--- config.mk ---
export PLATFORM = sky130hd
export DESIGN_NAME = pipelined_adder_nbit
export DESIGN_NICKNAME = d
export VERILOG_FILES = /design/src/rtl/pipelined_adder_nbit.sv
export SDC_FILE = /design/constraint.sdc
export NUM_CORES = 1
export LEC_CHECK = 0
export CORE_MARGIN = 2
export CORE_UTILIZATION = 45
export DETAILED_ROUTE_END_ITERATION = 7
export GPL_ROUTABILITY_DRIVEN = 1
export PLACE_DENSITY = 0.74
export SLEW_MARGIN = 40
export SYNTH_ARGS = -nofsm -noshare
export SYNTH_HDL_FRONTEND = slang
export SYNTH_SLANG_ARGS = --single-unit
--- constraint.sdc ---
create_clock -name clk -period 5.6 [get_ports clk]
set_input_delay 1.68 -clock clk [delete_from_list [all_inputs] [get_ports clk]]
set_output_delay 1.68 -clock clk [all_outputs]
set_load 0.05 [all_outputs]
--- src/rtl/pipelined_adder_nbit.sv ---
// Purpose: NUM_STAGES-deep carry-chunked adder with unsigned/signed overflow and a sticky overflow flag.
// Latency: result presented NUM_STAGES-1 edges after the accepting edge; one result per cycle.
// Backpressure: a held output (out_valid && !out_ready) freezes every stage; in_ready is low while frozen.
module pipelined_adder_nbit #(
    parameter int NUM_BITS   = 16,
    parameter int NUM_STAGES = 2
) (
    input  logic                clk,
    input  logic                n_rst,
    input  logic                clear,
    input  logic                in_valid,
    output logic                in_ready,
    input  logic [NUM_BITS-1:0] a,
    input  logic [NUM_BITS-1:0] b,
    input  logic                carry_in,
    input  logic                signed_mode,
    output logic                out_valid,
    input  logic                out_ready,
    output logic [NUM_BITS-1:0] sum,
    output logic                overflow,
    output logic                sticky_ovf
);

    localparam int CHUNK = NUM_BITS / NUM_STAGES;
    localparam int LAST  = NUM_STAGES - 1;
    localparam int MSB   = NUM_BITS - 1;

    if (NUM_BITS < 2 || NUM_STAGES < 1 || (NUM_BITS % NUM_STAGES) != 0) begin : g_bad_params
        $error("pipelined_adder_nbit: NUM_BITS must be >= 2 and divisible by NUM_STAGES");
    end

    // Per-stage registers: delayed operands, partial sum, chunk carry, mode and valid.
    logic [NUM_BITS-1:0]   a_q   [NUM_STAGES];
    logic [NUM_BITS-1:0]   b_q   [NUM_STAGES];
    logic [NUM_BITS-1:0]   sum_q [NUM_STAGES];
    logic [NUM_STAGES-1:0] cy_q;
    logic [NUM_STAGES-1:0] sm_q;
    logic [NUM_STAGES-1:0] vld_q;
    logic                  sticky_q;

    logic [NUM_BITS-1:0]   src_a [NUM_STAGES];
    logic [NUM_BITS-1:0]   src_b [NUM_STAGES];
    logic [NUM_BITS-1:0]   src_s [NUM_STAGES];
    logic [NUM_BITS-1:0]   nxt_s [NUM_STAGES];
    logic [CHUNK:0]        part  [NUM_STAGES];
    logic [NUM_STAGES-1:0] src_c;
    logic [NUM_STAGES-1:0] src_m;
    logic [NUM_STAGES-1:0] src_v;
    logic [NUM_STAGES-1:0] nxt_c;

    always_comb begin
        src_c = '0;
        src_m = '0;
        src_v = '0;
        nxt_c = '0;
        for (int k = 0; k < NUM_STAGES; k++) begin
            src_a[k] = '0;
            src_b[k] = '0;
            src_s[k] = '0;
            nxt_s[k] = '0;
            part[k]  = '0;
        end
        src_a[0] = a;
        src_b[0] = b;
        src_c[0] = carry_in;
        src_m[0] = signed_mode;
        src_v[0] = in_valid;
        for (int k = 1; k < NUM_STAGES; k++) begin
            src_a[k] = a_q[k-1];
            src_b[k] = b_q[k-1];
            src_s[k] = sum_q[k-1];
            src_c[k] = cy_q[k-1];
            src_m[k] = sm_q[k-1];
            src_v[k] = vld_q[k-1];
        end
        // Stage k resolves only its own chunk; lower chunks ride along already summed.
        for (int k = 0; k < NUM_STAGES; k++) begin
            part[k] = {1'b0, src_a[k][k*CHUNK +: CHUNK]}
                    + {1'b0, src_b[k][k*CHUNK +: CHUNK]}
                    + {{CHUNK{1'b0}}, src_c[k]};
            nxt_s[k] = src_s[k];
            nxt_s[k][k*CHUNK +: CHUNK] = part[k][CHUNK-1:0];
            nxt_c[k] = part[k][CHUNK];
        end
    end

    assign out_valid  = vld_q[LAST];
    assign sum        = sum_q[LAST];
    assign in_ready   = !(out_valid && !out_ready);
    assign sticky_ovf = sticky_q;
    assign overflow   = sm_q[LAST]
                      ? ((a_q[LAST][MSB] == b_q[LAST][MSB]) && (sum_q[LAST][MSB] != a_q[LAST][MSB]))
                      : cy_q[LAST];

    always_ff @(posedge clk or negedge n_rst) begin
        if (!n_rst) begin
            vld_q    <= '0;
            cy_q     <= '0;
            sm_q     <= '0;
            sticky_q <= 1'b0;
            for (int k = 0; k < NUM_STAGES; k++) begin
                a_q[k]   <= '0;
                b_q[k]   <= '0;
                sum_q[k] <= '0;
            end
        end else if (clear) begin
            vld_q    <= '0;
            cy_q     <= '0;
            sm_q     <= '0;
            sticky_q <= 1'b0;
            for (int k = 0; k < NUM_STAGES; k++) begin
                a_q[k]   <= '0;
                b_q[k]   <= '0;
                sum_q[k] <= '0;
            end
        end else begin
            if (in_ready) begin
                vld_q <= src_v;
                cy_q  <= nxt_c;
                sm_q  <= src_m;
                a_q   <= src_a;
                b_q   <= src_b;
                sum_q <= nxt_s;
            end
            if (out_valid && out_ready && overflow) begin
                sticky_q <= 1'b1;
            end
        end
    end

`ifndef SYNTHESIS
    always @(posedge clk) begin
        if (in_valid === 1'b1) begin
            for (int i = 0; i < NUM_BITS; i++) begin
                if ($isunknown(a[i])) $error("pipelined_adder_nbit: a bit %0d is not 0/1", i);
                if ($isunknown(b[i])) $error("pipelined_adder_nbit: b bit %0d is not 0/1", i);
            end
            if ($isunknown(carry_in))    $error("pipelined_adder_nbit: carry_in bit 0 is not 0/1");
            if ($isunknown(signed_mode)) $error("pipelined_adder_nbit: signed_mode bit 0 is not 0/1");
        end
        if ($isunknown(out_ready)) $error("pipelined_adder_nbit: out_ready bit 0 is not 0/1");
    end
`endif

endmodule
==> results of run 1 <==
==> Yosys cell counts, types with 2 or more instances <==
master and count:
nand3_1 5, nor3_1 7, nor2_1 12, a21o_1 5
o22ai_1 4, ha_1 14, o21ai_0 5, nor2b_1 4
o211a_1 2, a311oi_1 2, or3_1 3, o31ai_1 2
a21oi_1 44, nand3b_1 11, dfrtp_1 49, clkbuf_1 8
inv_1 8, a211oi_1 4, a31oi_1 2, fa_1 4
buf_2 7, o211ai_1 3, o21a_1 4, nand2_1 65
o31a_1 2, nand2b_1 3, nor3b_1 4
==> report_power, final <==
part,switching [mW],internal [mW]
clock,0.125,0.0865
combinational,0.123,0.0914
sequential,0.0171,0.381
==> per-stage QoR <==
stage          power (mW)  std cells
2_1_floorplan      0.5400        298
3_3_place_gp       0.6169        417
3_5_place_dp       0.6216        417
4_1_cts            0.8341        425
5_1_grt            0.8673        425
6_report           0.8240        425
==> worst paths after layout <==
kind	start	to	slack (ps)
min in group asynchronous	n_rst	sum[2]	1380
hold / removal	sticky_ovf	sticky_ovf	500
setup / recovery	out_ready	in_ready	1400
hold reg to reg	sticky_ovf	sticky_ovf	500
setup reg to reg	a_q[24]	sum[14]	3600
max in group asynchronous	n_rst	nxt_s[5]	3800
==> final cells by class <==
| class | instances | share of cell area [%] |
|---|---|---|
| clock buffer | 5 | 2.027 |
| clock inverter | 3 | 0.5158 |
| inverter | 9 | 0.9948 |
| multi-input combinational | 224 | 40.27 |
| sequential | 49 | 36.11 |
| tap | 75 | 2.763 |
| timing repair buffer | 60 | 17.32 |
==> worst reg2reg max path, delay by kind of cell (launching register included) <==
kind            cells  cell delay (ps)
flops               1              410
buf+inv             1               90
simple gates        1               70
fa+ha+maj           2              650
compound gates      3              690
==> registers in the layout, summed over array words and instances, names as in the netlist <==
name / count
cy_q: 2
b_q: 9
sm_q: 2
vld_q: 2
sum: 16
a_q: 9
nxt_s: 8
sticky_ovf: 1
==> metal layers <==
layer	GRT usage, %	up-vias	wire, um
met2	30.98	43	2742
met1	22.08	1069	2622
met3	3.187	7	228
met4	6.780	0	76
li1	-	1141	-
met5	0	-	0
==> placed cells by master (no fill, tap or decap), types with 2 or more instances in the layout <==
cell / synthesis / routed
a211oi_1: 4 / 4
o22ai_1: 4 / 4
o21ai_0: 5 / 5
o31a_1: 2 / 2
nand2_1: 65 / 65
nand3b_1: 11 / 11
or3_1: 3 / 3
nand3_1: 5 / 5
a31oi_1: 2 / 2
a21o_1: 5 / 5
o31ai_1: 2 / 2
o21a_1: 4 / 4
fa_1: 4 / 4
o211a_1: 2 / 2
dfrtp_1: 49 / 49
clkbuf_8: 0 / 5
buf_4: 0 / 5
a311oi_1: 2 / 2
o211ai_1: 3 / 3
inv_1: 8 / 8
nand2b_1: 3 / 3
nor3b_1: 4 / 4
nor2_1: 12 / 12
ha_1: 14 / 14
a21oi_1: 44 / 44
nor3_1: 7 / 7
clkdlybuf4s50_1: 0 / 55
nor2b_1: 4 / 4
clkinv_2: 0 / 2
==> kinds of logic after synthesis <==
kind of cell,Yosys count
and+or+nand+nor,120
DFF,49
buffers and inverters,25
muxes,1
xor gates and xnor gates,2
adders and majority gates,18
AOI/OAI and AO/OA,83
==> impl_metrics.tcl, run 1 <==
set metrics [dict create \
    status "completed" \
    numClockSinks 49 \
    dpl_worst_slack_ps 1404 \
    final_util_pct 58.04 \
    placed_area_um2 3309 \
    power_density_nw_per_um2 242.7 \
    antenna_found_initial 0 \
    slowest_delay_ps 470 \
    synth_top_family_by_area "simple AND/OR/NAND/NOR gates" \
    synth_compound_area_share_pct 18.83 \
    overflow 0 \
    critPathLaunchType "input port" \
    design_area_um2 3396 \
    crit_path_top_delay_cell "clkdlybuf4s50_1" \
    hpwlAfterDp_mm 3.889 \
    skew_ps 7.098 \
    register_area_um2 1226 \
    syn_area_um2 2704 \
    synth-edff-count 0 \
    r2r_cells 7 \
    required_ps 3920 \
    final_nets 406 \
    cts_tree "done" \
    clock_path_buffers 2 \
    postSynth.asyncResetShare_pct 100.0 \
    yosysWarnings 0 \
    fp.dieH_um 81.52 \
    area_growth_pct 25.59 \
    cts_hold_buf 0 \
    netlist.area_leader.share_pct 45.35 \
    synthFlopType "dfrtp_1" \
    syn_inst 298 \
    wl_per_cell_um 13.34 \
    multi_input_area_um2 1368 \
    grt_max_degree 57 \
    cts_setup_buffers 0 \
    setup_viol 0 \
    layout_min_cycle_time_ps 4196 \
    dieArea_um2 6645 \
    rsz0062_at_grt "no" \
    path_depth 4 \
    fillers 549 \
    yosysUniqueCellTypes 42 \
    tightest_slew_ps 621.4 \
    drv_slew 0 \
    diodes 0 \
    ys_ff_latch 49 \
    hold_class "flip-flop to flip-flop" \
    synth.yosys.seq_area_share_pct 45.35 \
    drt-pass1-iter-count 4 \
    synth_mux_area_share_pct 0.4165 \
    ant_nets 0 \
    viasPerCell 5.318 \
    path_cells "clkdlybuf4s50_1 -> nor2b_4 -> inv_2 -> buf_4" \
    grt_pass1_wl_mm 9.294 \
    fmax_ghz 0.2383 \
    start_util_pct 46.21 \
    drt_wl_total_mm 5.669 \
    fin_crit_sh_pct 74.93 \
    clk_pin_slew_ps 100 \
    track_usage_pct 17.85 \
    coreArea_um2 5851 \
    die_w_um 81.52 \
    insertion_delay_ps 310 \
    grt_pass1_vias 2155 \
    cp.arrival_ps 2520 \
    cts_buffers 5 \
    critical_path_buf_inv_count 3 \
    root_buffer "clkbuf_8" \
    route.detailed.drc 0 \
    drive_gt1_share_pct 4.857 \
    finalWeightedCongestion 0.7831 \
    endpoint_kind "output port" \
    via_count 2260 \
    drt_iter0_drc 111 \
    critPathMaxFanout 2 \
    synth_fa_ha_area_share_pct 9.440 \
    max-slew-margin-rel_pct 58.58 \
    h-tree-depth 2 \
    yosys-top-cells-area "dfrtp_1 45%, nand2_1 9.0%, a21oi_1 8.1%, ha_1 6.5%, nand3b_1 3.1%" \
    path_delay_family "buffers and inverters" \
    holdWs_ps 503.8 \
    worst_ir_drop_vdd_mv 0.1062 \
    synth_top_cell_by_area "dfrtp_1" \
    post_cts_resized 0 \
    synth-simple-area-share_pct 21.24 \
    holdPathStages 2 \
    postLayoutSetupSlackWorst_ps 1404 \
    syn_nets 355 \
    final_hold_viol_count 0 \
    pin_count 59 \
    row_count 28 \
    power_leakage_nw 1.505 \
    finalSetupTns_ps 0 \
    port_buffers 58 \
    path_class "input port to output port" \
    synth-xor-area-share_pct 0.6478 \
    cap_viol_max_count 0 \
    avgSynthCellArea_um2 9.073 \
]
Power figures use the tool's default switching activity.
==> inputs of run 2 (changes only) <==
==> constraint.sdc (replaced) <==
create_clock -name clk -period 4.4 [get_ports clk]
set_input_delay 1.32 -clock clk [delete_from_list [all_inputs] [get_ports clk]]
set_output_delay 1.32 -clock clk [all_outputs]
set_load 0.05 [all_outputs]
==> impl_metrics.tcl, run 2 (same netlist as run 1, synthesis figures left out) <==
set metrics [dict create \
    grt_pass1_vias 2179 \
    dieArea_um2 6645 \
    critPathMaxFanout 2 \
    path_cells "clkdlybuf4s50_1 -> nor2b_4 -> inv_2 -> buf_4" \
    reg2reg_from "b_q[24]" \
    cts_hold_buf 0 \
    area_growth_pct 26.15 \
    clk_pin_slew_ps 90 \
    drt_wl_total_mm 5.740 \
    clock_path_buffers 2 \
    critPathLaunchType "input port" \
    pin_count 59 \
    cts_setup_buffers 0 \
    rsz0062_at_grt "no" \
    grt_pass1_wl_mm 9.722 \
    h-tree-depth 2 \
    drt-pass1-iter-count 4 \
    final_nets 406 \
    port_buffers 58 \
    diodes 0 \
    largest_reg_flops 16 \
    final_hold_viol_count 0 \
    overflow 0 \
    root_buffer "clkbuf_8" \
    power.total_mw 1.070 \
    drive_gt1_share_pct 4.857 \
    slowest_delay_ps 460 \
    fin_crit_sh_pct 78.87 \
    viasPerCell 5.329 \
    max-slew-margin-rel_pct 58.75 \
    layout_min_cycle_time_ps 3470 \
    grt_max_degree 57 \
    fmax_ghz 0.2882 \
    route.detailed.drc 0 \
    critPathCapture "in_ready" \
    hpwlAfterDp_mm 3.879 \
    start_util_pct 46.21 \
    r2r_cells 7 \
    required_ps 3080 \
    layout_common_cells "65 x nand2_1, 55 x clkdlybuf4s50_1, 49 x dfrtp_1" \
    skew_ps 5.909 \
    post_cts_resized 0 \
    wl_per_cell_um 13.51 \
    finalSetupTns_ps 0 \
    antenna_found_initial 0 \
    setup_viol 0 \
    cts_tree "done" \
    drv_slew 0 \
    fp.dieH_um 81.52 \
    tightest_slew_ps 618.8 \
    via_count 2265 \
    ant_nets 0 \
    endpoint_kind "output port" \
    reg2reg_setup_slack_ps 2390 \
    final_common_cell "nand2_1" \
    placed_area_um2 3309 \
    design_area_um2 3411 \
    dpl_worst_slack_ps 922.3 \
    power_density_nw_per_um2 313.6 \
    finalWeightedCongestion 0.7993 \
    cp.arrival_ps 2150 \
    crit_path_top_delay_cell "clkdlybuf4s50_1" \
    path_class "input port to output port" \
    startpoint "out_ready" \
    power_leakage_nw 1.516 \
    hold_class "flip-flop to flip-flop" \
    fillers 537 \
    drt_iter0_drc 164 \
    row_count 28 \
    r2r-end "cy_q[1]" \
    status "completed" \
    die_w_um 81.52 \
    coreArea_um2 5851 \
    cap_viol_max_count 0 \
    cts_buffers 5 \
    worst_ir_drop_vdd_mv 0.1804 \
    numClockSinks 49 \
    postLayoutSetupSlackWorst_ps 929.8 \
    insertion_delay_ps 300 \
    track_usage_pct 18.71 \
]
-- run 2: layer usage --
layer	GRT usage [%]	part of all wire (%)	wire (um)	up-vias
li1	-	-	-	1143
met1	24.34	47	2721	1068
met2	32.05	47	2712	48
met3	4.066	4.4	253	6
met4	4.068	0.91	52	0
met5	0	0	0	-
-- run 2: per-stage QoR --
step                      hold slack, ps  cells  util, %
after floorplan                    466.1    298        -
after CTS                          509.8    425    58.30
final                              506.1    425    58.30
after global placement             479.3    417    56.48
after detailed placement           488.2    417    56.57
after global routing               540.5    425    58.30
-- run 2: worst min path at each step --
stage | start | end | slack [ps] | cells after the start
floorplan | vld_q[0] | vld_q[1] | 470 | 2
global placement | vld_q[0] | vld_q[1] | 480 | 2
detailed placement | sticky_ovf | sticky_ovf | 490 | 2
CTS | vld_q[0] | vld_q[1] | 510 | 2
global route | sm_q[0] | sm_q[1] | 540 | 2
finish | vld_q[0] | vld_q[1] | 510 | 2
-- run 2: layout make-up --
| class | count | area (um^2) | area share [%] |
|---|---|---|---|
| clock buffer | 7 | 96.34 | 2.825 |
| multi-input combinational | 224 | 1368 | 40.10 |
| timing repair buffer | 60 | 588.1 | 17.24 |
| sequential | 49 | 1226 | 35.95 |
| inverter | 9 | 33.78 | 0.9905 |
| tap | 75 | 93.84 | 2.751 |
| clock inverter | 1 | 5.005 | 0.1467 |
-- run 2: power by group --
group          internal, mW  switching (mW)
Sequential            0.485          0.0213
Combinational         0.116           0.158
Clock                 0.142           0.147
-- run 2: worst max-delay path, delay by kind of cell --
| family | cells | cell delay [ps] |
|---|---|---|
| and+or+nand+nor | 1 | 140 |
| buffers and inverters | 3 | 690 |
